## config.mk

```make
export PLATFORM = sky130hd
export DESIGN_NAME = camera_power_down_seq
export DESIGN_NICKNAME = d
export VERILOG_FILES = /design/src/rtl/camera_power_down_seq.sv
export SDC_FILE = /design/constraint.sdc
export NUM_CORES = 1
export LEC_CHECK = 0
export CORE_MARGIN = 3
export CORE_UTILIZATION = 45
export CTS_BUF_LIST = sky130_fd_sc_hd__clkbuf_4
export CTS_CLUSTER_DIAMETER = 200
export DETAILED_ROUTE_END_ITERATION = 16
export PLACE_DENSITY = 0.67
export REMOVE_ABC_BUFFERS = 1
export SETUP_SLACK_MARGIN = 0.02
export SYNTH_ARGS = -nofsm -noshare
export SYNTH_HDL_FRONTEND = slang
export SYNTH_SLANG_ARGS = --single-unit
```

## constraint.sdc

```tcl
create_clock -name clk_25m -period 1.78 [get_ports clk_25m]
set_input_delay 0.267 -clock clk_25m [delete_from_list [all_inputs] [get_ports clk_25m]]
set_output_delay 0.267 -clock clk_25m [all_outputs]
set_load 0.01 [all_outputs]
```

## src/rtl/camera_power_down_seq.sv

```systemverilog
// Power-down / re-wake sequencer for the OV5640 camera pair. Its outputs are override
// terms that the top level merges with the power-on delay block.
module camera_power_down_seq #(
    parameter int unsigned T_DRAIN = 25000,
    parameter int unsigned T_RST   = 250,
    parameter int unsigned T_PWDN  = 2500,
    parameter int unsigned T_RAIL  = 25000
) (
    input  logic clk_25m,
    input  logic reset,
    input  logic pd_req,
    input  logic pu_req,
    input  logic sccb_busy,
    output logic sccb_inhibit,
    output logic rstn_force_low,
    output logic pwdn_force_high,
    output logic rail_en,
    output logic off_done,
    output logic drain_timeout,
    output logic pon_restart
);

    typedef enum logic [2:0] {
        ST_ON    = 3'd0,
        ST_DRAIN = 3'd1,
        ST_RST   = 3'd2,
        ST_PWDN  = 3'd3,
        ST_OFF   = 3'd4,
        ST_WAKE  = 3'd5
    } state_t;

    localparam logic [19:0] LD_DRAIN = 20'(T_DRAIN - 1);
    localparam logic [19:0] LD_RST   = 20'(T_RST - 1);
    localparam logic [19:0] LD_PWDN  = 20'(T_PWDN - 1);
    localparam logic [19:0] LD_RAIL  = 20'(T_RAIL - 1);

    state_t      state;
    state_t      state_nxt;
    logic [19:0] cnt;
    logic [19:0] cnt_nxt;
    logic        cnt_zero;
    logic        timeout_exit;

    logic sccb_inhibit_nxt;
    logic rstn_force_low_nxt;
    logic pwdn_force_high_nxt;
    logic rail_en_nxt;
    logic off_done_nxt;
    logic drain_timeout_nxt;
    logic pon_restart_nxt;

    assign cnt_zero = (cnt == 20'd0);

    // State, shared counter and all outputs are registered together so they move on one edge
    always_ff @(posedge clk_25m) begin
        if (reset) begin
            state           <= ST_ON;
            cnt             <= 20'd0;
            sccb_inhibit    <= 1'b0;
            rstn_force_low  <= 1'b0;
            pwdn_force_high <= 1'b0;
            rail_en         <= 1'b1;
            off_done        <= 1'b0;
            drain_timeout   <= 1'b0;
            pon_restart     <= 1'b0;
        end else begin
            state           <= state_nxt;
            cnt             <= cnt_nxt;
            sccb_inhibit    <= sccb_inhibit_nxt;
            rstn_force_low  <= rstn_force_low_nxt;
            pwdn_force_high <= pwdn_force_high_nxt;
            rail_en         <= rail_en_nxt;
            off_done        <= off_done_nxt;
            drain_timeout   <= drain_timeout_nxt;
            pon_restart     <= pon_restart_nxt;
        end
    end

    always_comb begin
        state_nxt    = state;
        timeout_exit = 1'b0;
        case (state)
            ST_ON:    if (pd_req) state_nxt = ST_DRAIN;
            ST_DRAIN: begin
                // An idle bus wins over a simultaneous timeout
                if (!sccb_busy) begin
                    state_nxt = ST_RST;
                end else if (cnt_zero) begin
                    state_nxt    = ST_RST;
                    timeout_exit = 1'b1;
                end
            end
            ST_RST:   if (cnt_zero) state_nxt = ST_PWDN;
            ST_PWDN:  if (cnt_zero) state_nxt = ST_OFF;
            ST_OFF:   if (pu_req) state_nxt = ST_WAKE;
            ST_WAKE:  if (cnt_zero) state_nxt = ST_ON;
            default:  state_nxt = ST_ON;
        endcase

        cnt_nxt = cnt_zero ? 20'd0 : cnt - 20'd1;
        if (state_nxt != state) begin
            case (state_nxt)
                ST_DRAIN: cnt_nxt = LD_DRAIN;
                ST_RST:   cnt_nxt = LD_RST;
                ST_PWDN:  cnt_nxt = LD_PWDN;
                ST_WAKE:  cnt_nxt = LD_RAIL;
                default:  cnt_nxt = 20'd0;
            endcase
        end
    end

    always_comb begin
        sccb_inhibit_nxt    = 1'b1;
        rstn_force_low_nxt  = 1'b1;
        pwdn_force_high_nxt = 1'b1;
        rail_en_nxt         = 1'b1;
        off_done_nxt        = 1'b0;
        case (state_nxt)
            ST_ON: begin
                sccb_inhibit_nxt    = 1'b0;
                rstn_force_low_nxt  = 1'b0;
                pwdn_force_high_nxt = 1'b0;
            end
            ST_DRAIN: begin
                rstn_force_low_nxt  = 1'b0;
                pwdn_force_high_nxt = 1'b0;
            end
            ST_RST:   pwdn_force_high_nxt = 1'b0;
            ST_OFF: begin
                rail_en_nxt  = 1'b0;
                off_done_nxt = 1'b1;
            end
            default: ;
        endcase

        drain_timeout_nxt = drain_timeout;
        if (state == ST_ON && state_nxt == ST_DRAIN) begin
            drain_timeout_nxt = 1'b0;
        end else if (timeout_exit) begin
            drain_timeout_nxt = 1'b1;
        end

        pon_restart_nxt = (state == ST_WAKE) && (state_nxt == ST_ON);
    end

endmodule

```

==> qor.csv, run 1 <==
metric,value,unit
Skew-Pair Late Insertion Delay,0.34,ns
Worst setup EP type,register,
"Top FF cell, synth",dfxtp_1,
Routed WL per cell,12.9,um
fin area,1900,um2
All-Layer GR Usage,17.9,%
Diodes inserted,0,
Hold Worst Slack,0.472,ns
Placer Congestion,0.916,
setup_tns,-2.16,ns
r2r startpoint,cnt[11]$_SDFF_PP0_,
Detailed Route WL,3170,um
synth cell count leaders,"30 x dfxtp_1, 15 x nor2_1, 11 x o21ai_0, 9 x xor2_1, 8 x nor3_1",
ys async rst share,0,%
status,finished with violations,
Synth area leader,dfxtp_1,
Die Wd,62.1,um
count of warnings emitted by yosys,0,
largest net degree at the start of global routing,11,
io pins,12,
crit path DAT,2.12,ns
fmax,526,MHz
initial drt markers,43,
H-tree depth,2,
die area,3860,um2
Mapped Avg Cell Area,8.96,um2
post-DR vias/cell,5.24,
top-count cell post-synth,dfxtp_1,
initial antenna violation count,0,
fin crit period,1.90,ns
crit path launch type,register,
R2R Setup Slk,-0.12,ns
skew final,0.0159,ns
Worst Hold Depth,2,
Post-layout nets,209,
CP Cell Sequence,or4_4 -> and4bb_1 -> and3_4 -> or3_1 -> buf_4 -> o21ai_0,
CTS tree,built,
Hold Crit Start,cnt[9]$_SDFF_PP0_,
vias in the first global route,1218,
pre-CTS WS,-0.155,ns
synthesized cell area,1420,um2
CP max stage cell,or4_4,
Yosys reg bits,30,
Clock Sinks,30,
area delta synth->final,33.8,%
DPL Wire Length,2470,um
clock slew at reported path FFs,0.09,ns
DIE HEIGHT,62.1,um
Min-Delay Path Class,register to register,
core box area,2880,um2
routed via count,1283,
period utilization,107,%
Max VDD drop,0.000769,V
Worst Hold Path EP,cnt[9]$_SDFF_PP0_,
share of cells above drive strength 1,26.6,%
Post-synth EDFFs,0,
Max Slew Vio Count,0,
CTS Buffer Depth,2,
Finish-stage setup viols,29,
Post-Synthesis Cells,158,
DRC violations left,0,
library cells used by synthesis,40,
global-route wire length before repair,5490,um
drt pass-1 iters,4,
Post-DP Area,1780,um2
Worst Slack Setup Final,-0.121,ns
max-capacitance violation count,0,
RSZ-0062 raised after global routing,true,
Critical Path RT,2.00,ns
"Largest stage delay, worst path",0.52,ns
"Seq/Total Area, Yosys",42.4,%
failing checks,setup timing,
Leak,0.745,nW
placement row count,19,
CTS buffer count,5,
clk root buf,clkbuf_4,
final hold viol count,0,
GRT overflow,0,
worst-margin pin slew,0.470,ns
Synth top area share,42.4,%
FILL cells,244,
kind of critical path,register to register,
dominant cells by area after synthesis,"dfxtp_1 42%, xor2_1 5.6%, xnor2_1 4.3%, nor2_1 4.0%, o21ai_0 3.9%",
IO Port Bufs,11,
FF-to-FF End,cnt[11]$_SDFF_PP0_,
pwr dens,1320,nW/um2
Max-slew headroom,68.5,%
reg2reg path depth,6,
Initial Util,49.2,%
ANT nets after route,0,
maximum fanout along the worst path,10,
[registers in the layout, summed over array words and instances (netlist names)]
register,cells
off_done,1
pon_restart,1
pwdn_force_high,1
rstn_force_low,1
cnt,20
rail_en,1
state,3
drain_timeout,1
sccb_inhibit,1
[cell families (layout without fill, tap and decap cells)]
kind of cell | Yosys count | after routing | synth area share (%)
AND/OR/NAND/NOR | 54 | 54 | 20.8
AO/OA/AOI/OAI | 39 | 39 | 19.3
multiplexers | 1 | 1 | 0.707
flip-flops | 30 | 30 | 42.4
buffers and inverters | 16 | 61 | 5.12
XOR/XNOR | 16 | 16 | 9.89
adder cells (fa/ha/maj) | 2 | 2 | 1.77
[per-stage QoR]
stage | power (mW) | util (%) | cells
2_1_floorplan | 1.55 | - | 149
3_3_place_gp | 2.02 | 61.9 | 235
3_5_place_dp | 2.05 | 61.9 | 235
4_1_cts | 2.46 | 64.1 | 243
5_1_grt | 2.71 | 65.9 | 245
6_report | 2.51 | 65.9 | 245
[worst max-delay path by stage]
stage | from | cells after the start | endpoint | slack, ns
after floorplan | cnt[10]$_SDFF_PP0_ | 5 | cnt[7]$_SDFF_PP0_ | -0.40
after detailed placement | pd_req | 7 | cnt[4]$_SDFF_PP0_ | -0.15
after global placement | pd_req | 7 | cnt[7]$_SDFF_PP0_ | -0.14
final | cnt[11]$_SDFF_PP0_ | 6 | cnt[11]$_SDFF_PP0_ | -0.12
after global routing | cnt[11]$_SDFF_PP0_ | 6 | cnt[13]$_SDFF_PP0_ | -0.21
after CTS | cnt[10]$_SDFF_PP0_ | 6 | cnt[6]$_SDFF_PP0_ | -0.12
[area by class of cell]
cell class,count,area [um2],share of cell area (%)
tap,42,52.6,2.77
inverter,7,26.3,1.39
multi-input combinational,112,779,41.1
clock inverter,3,16.3,0.858
clock buffer,5,37.5,1.98
timing repair buffer,46,380,20.1
sequential,30,603,31.8
[critical path: cells and delay by family (launching register included)]
kind | cells | cell delay (ns)
AND/OR/NAND/NOR | 4 | 1.17
AO/OA/AOI/OAI | 1 | 0.10
buffers and inverters | 1 | 0.18
flip-flops | 1 | 0.33
[per-layer routing]
metal	vias to the layer above	global-route usage [%]	share of wire, %
met3	7	4.32	2.6
met5	-	0	0
met4	0	9.12	2.1
li1	659	-	-
met1	595	21.1	47
met2	22	30.4	48
[layout by cell type (no fill, tap or decap), types with 2 or more instances in the layout]
cell type	synthesis	layout
a21o_1	2	2
buf_6	1	2
dfxtp_1	30	28
nand2_1	7	7
nand4_1	3	3
nor2_1	15	15
a211oi_1	2	2
o211ai_1	5	5
clkbuf_4	0	5
nor4_1	5	4
dfxtp_2	0	2
and3_1	3	2
a211o_1	2	2
inv_1	7	7
buf_4	0	33
ha_1	2	2
xor2_1	9	9
nand4b_1	2	2
nor2b_1	3	3
or4_1	2	2
nor3_1	8	8
xnor2_1	7	7
o21ai_0	11	10
clkdlybuf4s50_1	0	11
a21oi_1	7	6
[timing repair]
action | 4_1_cts | 5_1_grt
endpoints found under the setup margin | 29 | 30
setup buffers | 0 | 2
hold buffers | 0 | 0
resized for setup | 3 | 9
pin swaps | 10 | 7
[report_power, final]
part           internal (mW)  leakage [nW]  switching, mW
Sequential             0.807         0.247         0.0959
Clock                  0.146        0.0286          0.242
Combinational          0.653         0.470          0.567
Total                   1.61         0.745          0.905
No activity file was read; power rests on OpenSTA's default activity.
==> run 2, diff against run 1 <==
Settings changed: REMOVE_ABC_BUFFERS 1 to default.
==> qor.csv, run 2 (synthesis gave the netlist of run 1 again) <==
metric,value,unit,change
Hold Crit Start,cnt[9]$_SDFF_PP0_,,
Finish-stage setup viols,28,,-3.4%
Post-Syn Nets,165,,
placement row count,19,,unchanged
Max VDD drop,0.000861,V,+12%
initial drt markers,38,,-12%
Placer Congestion,0.811,,-11%
routed via count,1286,,+0.23%
Routed WL per cell,13.8,um,+6.7%
peak-usage layer in the global routing report,met2,,
Hold Worst Slack,0.488,ns,+0.0160 ns
met2 usage,30.2,%,-0.13 points
DPL Wire Length,2430,um,-1.4%
FILL cells,226,,-7.4%
Leak,0.751,nW,+0.74%
Post-DP Area,1760,um2,-1.3%
Detailed Route WL,3320,um,+4.5%
Largest regs,"cnt x20, state x3",,
RSZ-0062 raised after global routing,true,,
"commonest non-fill, non-tap cells in the layout","28 x dfxtp_1, 26 x buf_4, 14 x nor2_1",,
CTS tree,built,,
CP Launch Point,cnt[13]$_SDFF_PP0_,,
All-Layer GR Usage,17.7,%,-0.25 points
largest net degree at the start of global routing,11,,unchanged
Skew-Pair Late Insertion Delay,0.34,ns,about the same
skew final,0.0115,ns,-0.00443 ns
"Largest stage delay, worst path",0.52,ns,about the same
Die Wd,62.1,um,unchanged
fmax,528,MHz,+0.33%
maximum fanout along the worst path,6,,-4
met3 Usage GRT,5.59,%,+1.3 points
Max-slew headroom,59.9,%,-8.6 points
Initial Util,49.2,%,unchanged
M1 GR Usage,20.0,%,-1.1 points
clock slew at reported path FFs,0.10,ns,about the same
Diodes inserted,0,,unchanged
die area,3860,um2,unchanged
H-tree depth,2,,unchanged
fin util,66.5,%,+0.61 points
Min-Delay Path Class,register to register,,
CP max stage cell,or4_4,,
# Post-CTS Setup Buffers,0,,unchanged
fin crit period,1.90,ns,-0.00617 ns
ANT nets after route,0,,unchanged
Max Slew Vio Count,0,,unchanged
Critical Path RT,1.97,ns,-0.03 ns
Placed Cells,231,,-1.7%
r2r startpoint,cnt[13]$_SDFF_PP0_,,
share of cells above drive strength 1,28.3,%,+1.7 points
Worst setup EP type,register,,
clk root buf,clkbuf_4,,
failing checks,setup timing,,
post-DR vias/cell,5.36,,+2.3%
CTS Buffer Depth,2,,unchanged
vias in the first global route,1270,,+4.3%
"commonest non-fill, non-tap cell in the layout",dfxtp_1,,
max-capacitance violation count,0,,unchanged
CTS buffer count,5,,unchanged
IO Port Bufs,11,,unchanged
final hold viol count,0,,unchanged
area delta synth->final,35.1,%,
max reg flops,20,,unchanged
kind of critical path,register to register,,
GRT overflow,0,,unchanged
status,finished with violations,,
Worst Slack Setup Final,-0.115,ns,+0.00617 ns
R2R Setup Slk,-0.12,ns,about the same
DIE HEIGHT,62.1,um,unchanged
io pins,12,,unchanged
"Most flops, register",cnt,,
crit path DAT,2.08,ns,-0.04 ns
worst-margin pin slew,0.599,ns,+0.129 ns
DRC violations left,0,,unchanged
Post-layout nets,204,,-2.4%
crit path launch type,register,,
fin area,1910,um2,+0.92%
CP Cell Sequence,or4_4 -> and4bb_1 -> and3_4 -> or3_4 -> buf_6 -> o211ai_1,,
pwr dens,1420,nW/um2,+6.8%
Post-Layout Cell Count,240,,-2.0%
initial antenna violation count,0,,unchanged
period utilization,106,%,-0.35 points
setup_tns,-1.71,ns,+0.453 ns
global-route wire length before repair,5510,um,+0.38%
core box area,2880,um2,unchanged
Clock Sinks,30,,unchanged
Design Power,2.71,mW,+7.8%
drt pass-1 iters,4,,unchanged
pre-CTS WS,-0.137,ns,+0.0178 ns
==> run 2: final timing paths <==
check                           cells after the start                end
worst min-delay path                                2  cnt[9]$_SDFF_PP0_
worst min register to register                      2  cnt[9]$_SDFF_PP0_
worst max-delay path                                6  cnt[6]$_SDFF_PP0_
worst max register to register                      6  cnt[6]$_SDFF_PP0_
==> run 2: metal layers <==
metal  up-vias  part of all wire (%)
met5         -                     0
met4         0                   1.5
met3         5                   3.1
met2        20                    51
met1       614                    44
li1        647                     -
==> run 2: report_power, final <==
part	leakage, nW	internal (mW)	switching [mW]
sequential	0.247	0.808	0.118
clock	0.0450	0.291	0.252
combinational	0.459	0.642	0.597
==> run 2: what timing repair did <==
action / in CTS / in global routing
pin swaps: 2 / 9
setup endpoints to repair: 29 / 30
gates resized for setup: 11 / 16
cloned: 0 / 1
hold buffers: 0 / 0
==> run 2: cell type report <==
cell class              instances  area [um2]  share of cell area, %
well taps                      42        52.6                   2.75
inverters                       7        26.3                   1.37
clock inverters                 3        40.0                   2.09
multi-input cells             112         800                   41.8
repair buffers                 41         354                   18.5
flip-flops and latches         30         603                   31.5
clock buffers                   5        37.5                   1.96
==> run 2: critical path: cells and delay by family (launching register included) <==
kind	cells	cell delay [ns]
compound gates	1	0.08
flops	1	0.33
buf+inv	1	0.12
simple gates	4	1.21
